[config.mk]
export PLATFORM = sky130hd
export DESIGN_NAME = quadrature_counter
export DESIGN_NICKNAME = d
export VERILOG_FILES = /design/src/rtl/quad_pkg.sv /design/src/rtl/quad_input_filter.sv /design/src/rtl/quadrature_counter.sv
export SDC_FILE = /design/constraint.sdc
export NUM_CORES = 1
export LEC_CHECK = 0
export CORE_MARGIN = 2
export CORE_UTILIZATION = 50
export DETAILED_ROUTE_END_ITERATION = 16
export PLACE_DENSITY = 0.76
export SYNTH_ARGS = -nofsm -noshare
export SYNTH_HDL_FRONTEND = slang
export SYNTH_SLANG_ARGS = --single-unit
[constraint.sdc]
create_clock -name clk -period 4.14 [get_ports clk]
set_input_delay 0.828 -clock clk [delete_from_list [all_inputs] [get_ports clk]]
set_output_delay 0.828 -clock clk [all_outputs]
set_load 0.1 [all_outputs]
[src/rtl/quad_pkg.sv]
// Shared types and the phase-transition decoder for the quadrature counter.
package quad_pkg;

    typedef enum logic [1:0] {
        MODE_X1 = 2'b00,
        MODE_X2 = 2'b01,
        MODE_X4 = 2'b10
    } mode_e;

    typedef enum logic {
        INIT,
        RUN
    } fsm_e;

    typedef enum logic [1:0] {
        NONE,
        FWD,
        REV,
        ILLEGAL
    } move_e;

    // Position in the forward cycle 00->01->11->10 is the Gray-to-binary value of {B,A}.
    function automatic logic [1:0] phase_index(input logic [1:0] ab);
        return {ab[1], ab[1] ^ ab[0]};
    endfunction

    function automatic move_e decode_move(input logic [1:0] p, input logic [1:0] n);
        logic [1:0] pi;
        logic [1:0] ni;
        pi = phase_index(p);
        ni = phase_index(n);
        if (p == n) begin
            return NONE;
        end
        if ((p ^ n) == 2'b11) begin
            return ILLEGAL;
        end
        if (ni == pi + 2'd1) begin
            return FWD;
        end
        return REV;
    endfunction

endpackage

[src/rtl/quad_input_filter.sv]
// Per-bit synchroniser and run-length glitch filter for the encoder channels.
// level_next is the accepted value that will be registered on the coming edge.
module quad_input_filter #(
    parameter int WIDTH       = 2,
    parameter int SYNC_STAGES = 2,
    parameter int FILT_LEN    = 3
) (
    input  logic             clk,
    input  logic             reset,
    input  logic [WIDTH-1:0] raw,
    input  logic             load,
    output logic [WIDTH-1:0] sync,
    output logic [WIDTH-1:0] level,
    output logic [WIDTH-1:0] level_next
);

    localparam int CW = (FILT_LEN < 2) ? 1 : $clog2(FILT_LEN);
    localparam logic [CW-1:0] LAST = CW'(FILT_LEN - 1);

    logic [SYNC_STAGES-1:0][WIDTH-1:0] sync_q;
    logic [WIDTH-1:0][CW-1:0]          cnt_q;
    logic [WIDTH-1:0][CW-1:0]          cnt_next;

    assign sync = sync_q[SYNC_STAGES-1];

    always_ff @(posedge clk or posedge reset) begin
        if (reset) begin
            sync_q <= '0;
        end else begin
            sync_q <= {sync_q[SYNC_STAGES-2:0], raw};
        end
    end

    // The counter never needs to hold FILT_LEN itself: the edge that would reach it
    // accepts the new level, after which the channel matches again and the count restarts.
    always_comb begin
        level_next = level;
        cnt_next   = '0;
        for (int i = 0; i < WIDTH; i++) begin
            if (load) begin
                level_next[i] = sync[i];
            end else if (sync[i] != level[i]) begin
                if (cnt_q[i] == LAST) begin
                    level_next[i] = sync[i];
                end else begin
                    cnt_next[i] = cnt_q[i] + 1'b1;
                end
            end
        end
    end

    always_ff @(posedge clk or posedge reset) begin
        if (reset) begin
            level <= '0;
            cnt_q <= '0;
        end else begin
            level <= level_next;
            cnt_q <= cnt_next;
        end
    end

endmodule

[src/rtl/quadrature_counter.sv]
// Quadrature decoder and position counter with x1/x2/x4 resolution,
// direction/step outputs and a sticky illegal-transition flag.
module quadrature_counter
    import quad_pkg::*;
#(
    parameter int CNT_W       = 16,
    parameter int SYNC_STAGES = 2,
    parameter int FILT_LEN    = 3
) (
    input  logic             clk,
    input  logic             reset,
    input  logic [1:0]       enc,
    input  logic [1:0]       mode,
    input  logic             clear,
    input  logic             err_clr,
    output logic [CNT_W-1:0] count,
    output logic             dir,
    output logic             step,
    output logic             err
);

    localparam int SW = (FILT_LEN < 2) ? 1 : $clog2(FILT_LEN);
    localparam logic [SW-1:0] STABLE_LAST = SW'(FILT_LEN - 1);

    logic [1:0]    sync;
    logic [1:0]    level;
    logic [1:0]    level_next;
    logic [1:0]    sync_prev;
    logic [SW-1:0] stable_cnt;
    fsm_e          state;
    mode_e         mode_sel;
    move_e         move;
    logic          load;
    logic          do_count;
    logic          set_err;

    quad_input_filter #(
        .WIDTH       (2),
        .SYNC_STAGES (SYNC_STAGES),
        .FILT_LEN    (FILT_LEN)
    ) u_filter (
        .clk        (clk),
        .reset      (reset),
        .raw        (enc),
        .load       (load),
        .sync       (sync),
        .level      (level),
        .level_next (level_next)
    );

    always_comb begin
        case (mode)
            2'b00:   mode_sel = MODE_X1;
            2'b01:   mode_sel = MODE_X2;
            default: mode_sel = MODE_X4;
        endcase
    end

    // Moves are decoded against the level being accepted this edge, so count
    // lands on the same edge as the filter's decision.
    always_comb begin
        load     = (state == INIT) && (sync == sync_prev) && (stable_cnt == STABLE_LAST);
        move     = (state == RUN) ? decode_move(level, level_next) : NONE;
        set_err  = (move == ILLEGAL);
        do_count = 1'b0;
        if (move == FWD || move == REV) begin
            case (mode_sel)
                MODE_X1: do_count = (level == 2'b00 && level_next == 2'b01) ||
                                    (level == 2'b01 && level_next == 2'b00);
                MODE_X2: do_count = (level[0] != level_next[0]);
                default: do_count = 1'b1;
            endcase
        end
    end

    always_ff @(posedge clk or posedge reset) begin
        if (reset) begin
            state      <= INIT;
            stable_cnt <= '0;
            sync_prev  <= '0;
            count      <= '0;
            dir        <= 1'b0;
            step       <= 1'b0;
            err        <= 1'b0;
        end else begin
            sync_prev <= sync;
            step      <= 1'b0;

            case (state)
                INIT: begin
                    if (load) begin
                        state      <= RUN;
                        stable_cnt <= '0;
                    end else if (sync == sync_prev) begin
                        stable_cnt <= stable_cnt + 1'b1;
                    end else begin
                        stable_cnt <= '0;
                    end
                end
                default: begin
                end
            endcase

            if (move == FWD || move == REV) begin
                dir <= (move == FWD);
            end

            if (clear) begin
                count <= '0;
            end else if (do_count) begin
                count <= (move == FWD) ? count + 1'b1 : count - 1'b1;
                step  <= 1'b1;
            end

            // A fresh illegal move outranks a simultaneous clear request.
            if (set_err) begin
                err <= 1'b1;
            end else if (err_clr) begin
                err <= 1'b0;
            end
        end
    end

endmodule
==> results.toml <==
[outcome]
outcome = "finished, violations left"
violations = "negative setup slack"

[worst_hold_path]
min_to = "u_filter.sync[1]$_DFF_PP0_"
min_path_cells = 0
hold_class = "reg2reg"
hp-start = "u_filter.sync_q[1]$_DFF_PP0_"

[worst_setup_path]
required_ns = 4.32
path_max_fanout = 7
cpMaxStageDelayCell = "dfrtp_1"
crit_chain = "xnor2_2, a32oi_2, mux2_4, inv_4, ha_4, nor2_4, o21ai_2, a21boi_2, ha_2, clkinvlp_4, buf_12, ha_4, buf_6, nand3_1, o211ai_1, a21oi_2, a211oi_2, o21a_1, o22a_1, mux2_4"
r2r_slack_ns = -0.09
start_kind = "register"
arrival_ns = 4.41
cp-end-kind = "register"
crit-reg2reg-launch = "u_filter.sync[0]$_DFF_PP0_"
reg2regPathDepth = 20
max_stage_delay_ns = 0.45
path_class = "reg2reg"
timing.rr.end = "count[15]$_DFFE_PP0P_"

[detailed_routing]
drt-wirelength-per-cell_um = 15.49
wirelength_mm = 5.237
first_pass_iters = 4
viasPerCell = 5.538
vias = 1872
ant_nets = 0
drc = 0
drtIter0Drc = 157

[sta]
slew_headroom = 0.3465
hold_viol_final = 0
period_needed_ns = 4.233
maxSlewViolCount = 0
fin_skew_ns = 0.007449
worstMarginPinSlew_ns = 0.9771
fmaxAchievable_ghz = 0.2362
setup_slack_ns = -0.09332
fin_hold_ws_ns = 0.3492
fin_setup_tns_ns = -0.09332
rsz0062_at_grt = "true"
setup_violations = 1
fin_crit_sh = 1.023

[power_and_ir_drop]
seq_power_share = 0.199
p_per_area_nw_per_um2 = 751.0
swShare = 0.4675
power_mw = 2.377
clkPwrFrac = 0.131
power.switching_mw = 1.111
p_comb_frac = 0.670
internal_power_mw = 1.265
ir_drop_v = 0.0003501
p_leak_nw = 1.519

[floorplanning]
die_area_um2 = 4941
die_w_um = 70.29
top_level_ports = 27
initial_core_util = 0.5117
num_rows = 24
core_area_um2 = 4294
die-height_um = 70.29

[synth]
avgSynthCellArea_um2 = 9.722
synth_xor_area_frac = 0.07517
synthAdderAreaFrac = 0.1344
yosys_warnings = 0
synth.ff_latch_count = 34
synthCells = 226
synth_ff_type = "dfrtp_1"
async_flop_share = 1.000
syn_area_um2 = 2197
synth-simple-area-share = 0.1532
synth-compound-area-share = 0.1287
synth_edf_count = 0
muxShareOfSynthArea = 0.07631
synth_cell_type_count = 44
syn-num-nets = 257
ys_seq_area_frac = 0.3872
synth_top_family_by_area = "simple AND/OR/NAND/NOR gates"

[clock_tree]
cts_hold_buf = 0
cts.path.max_buffers = 2
cts_tree = "yes"
cts_max_level = 2
root_buffer = "clkbuf_8"
cts_sinks = 34
cts_made_buffers = 5
path_clk_slew_ns = 0.07
clkLatencyLatePin_ns = 0.29

[cells_and_area]
drive_gt1_frac = 0.3042
layout.nets = 316
area_growth_pct = 44.02
postLayoutCoreUtil = 0.7369
instances_no_fill = 338
diodes = 0

[global_routing]
grt.overflow.total = 0
antenna_found_initial = 0
grt_usage = 0.2125
grt_pass1_vias = 1827
grt_pass1_wl_mm = 8.424
grt_max_degree = 35

[placed_design]
dp_hpwl_mm = 3.353
dp.cells = 314
portBuffers = 26
gp_congestion = 0.8980

[run]
drv_cap = 0
[synth_stat cells (2+ instances only)]
| master | n | area share |
|---|---|---|
| o21ai_0 | 10 | 0.023 |
| mux2_2 | 2 | 0.010 |
| dfrtp_1 | 34 | 0.39 |
| a21oi_1 | 15 | 0.034 |
| or2_2 | 3 | 0.0085 |
| o221ai_1 | 2 | 0.0080 |
| inv_1 | 18 | 0.031 |
| nor2_1 | 22 | 0.038 |
| nand3_1 | 8 | 0.018 |
| nand2_1 | 19 | 0.032 |
| xnor2_1 | 8 | 0.032 |
| nor3_1 | 3 | 0.0068 |
| ha_1 | 22 | 0.13 |
| xor2_1 | 9 | 0.036 |
| a211oi_1 | 3 | 0.010 |
| nor4_1 | 4 | 0.011 |
| mux2i_1 | 13 | 0.059 |
| clkbuf_1 | 2 | 0.0034 |
| nor2b_1 | 4 | 0.011 |
[critical path: cells and delay by family (launching register included)]
kind | cells | cell delay [ns]
AND/OR/NAND/NOR | 2 | 0.21
multiplexers | 2 | 0.64
flip-flops | 1 | 0.45
adder cells (fa/ha/maj) | 3 | 0.73
buffers and inverters | 4 | 0.49
AO/OA/AOI/OAI | 8 | 1.38
XOR/XNOR | 1 | 0.21
[cells in the final DEF, fill, tap and decap left out, types with 2 or more instances in the layout]
cell,synthesis,routed
a211oi_1,3,2
a21oi_2,0,4
o21ai_1,0,2
clkbuf_8,0,5
xor2_1,9,9
xnor2_1,8,6
ha_4,0,10
ha_1,22,11
dfrtp_1,34,34
clkdlybuf4s50_1,0,26
xnor2_2,0,2
nor2b_1,4,3
nor2_4,1,2
nand3_1,8,6
clkinvlp_4,0,3
nand2_1,19,18
inv_1,18,15
mux2_4,1,3
or2_2,3,3
o21ai_2,0,2
o221ai_2,0,2
buf_6,0,2
mux2i_1,13,13
nor3_1,3,2
nor2_2,1,2
nor2_1,22,20
nand3_4,0,2
a32oi_2,1,2
a21oi_1,15,10
nor4_1,4,4
o21ai_0,10,6
buf_4,0,26
[routing by layer]
layer | track usage | routed length (µm) | vias to the layer above
met4 | 0.08333 | 88 | 0
li1 | - | - | 912
met1 | 0.2873 | 2491 | 904
met2 | 0.3344 | 2454 | 47
met5 | 0 | 0 | -
met3 | 0.04329 | 202 | 9
[worst max-delay path by stage]
stage | startpoint | end | cells after the start
after global routing | u_filter.sync[0]$_DFF_PP0_ | count[15]$_DFFE_PP0P_ | 18
after floorplan | stable_cnt[1]$_DFFE_PP0N_ | count[15]$_DFFE_PP0P_ | 19
after global placement | u_filter.sync[0]$_DFF_PP0_ | count[15]$_DFFE_PP0P_ | 19
after detailed placement | u_filter.sync[0]$_DFF_PP0_ | count[15]$_DFFE_PP0P_ | 19
after CTS | stable_cnt[1]$_DFFE_PP0N_ | count[15]$_DFFE_PP0P_ | 20
final | u_filter.sync[0]$_DFF_PP0_ | count[15]$_DFFE_PP0P_ | 20
[cell type report]
cell class	instances	area (µm²)
Fill cell	290	1130
Multi-Input combinational cell	170	1538
Timing Repair Buffer	56	523.0
Clock inverter	3	45.04
Inverter	18	73.82
Tap cell	52	65.06
Sequential cell	34	850.8
Clock buffer	5	68.82
[power groups by stage]
stage          clock network, mW  registers (mW)  logic, mW
2_1_floorplan                  0           0.681      0.829
3_3_place_gp                   0           0.474       1.30
3_5_place_dp                   0           0.477       1.32
4_1_cts                    0.319           0.471       1.38
5_1_grt                    0.331           0.483       1.71
6_report                   0.311           0.473       1.59
[repair_timing]
| action | 4_1_cts | 5_1_grt |
|---|---|---|
| resized for setup | 5 | 25 |
| gates cloned | 0 | 1 |
| pin swaps | 7 | 25 |
| setup buffers | 5 | 10 |
| endpoints found under the setup margin | 4 | 10 |
[kinds of logic (layout without fill, tap and decap cells)]
family,Yosys count,after routing
simple gates,69,69
compound gates,44,44
flops,34,34
fa+ha+maj,23,23
buf+inv,22,82
xor+xnor,18,18
mux,16,16
[registers in the layout, indices dropped and copies added, names as in the netlist]
name and flops:
count 16, u_filter.cnt_q 4, stable_cnt 2, sync_prev 2
u_filter.level 2, u_filter.sync 2, u_filter.sync_q 2, dir 1
err 1, state 1, step 1
[through the flow]
stage | cell area [µm²] | setup slack [ns]
final | 3164 | -0.09332
after global routing | 3164 | -0.2997
after CTS | 2967 | -0.03400
after detailed placement | 2789 | -0.1018
after global placement | 2789 | 0.04259
after floorplan | 2387 | -0.1570
Note: power is estimated with default switching activity, not from simulation.
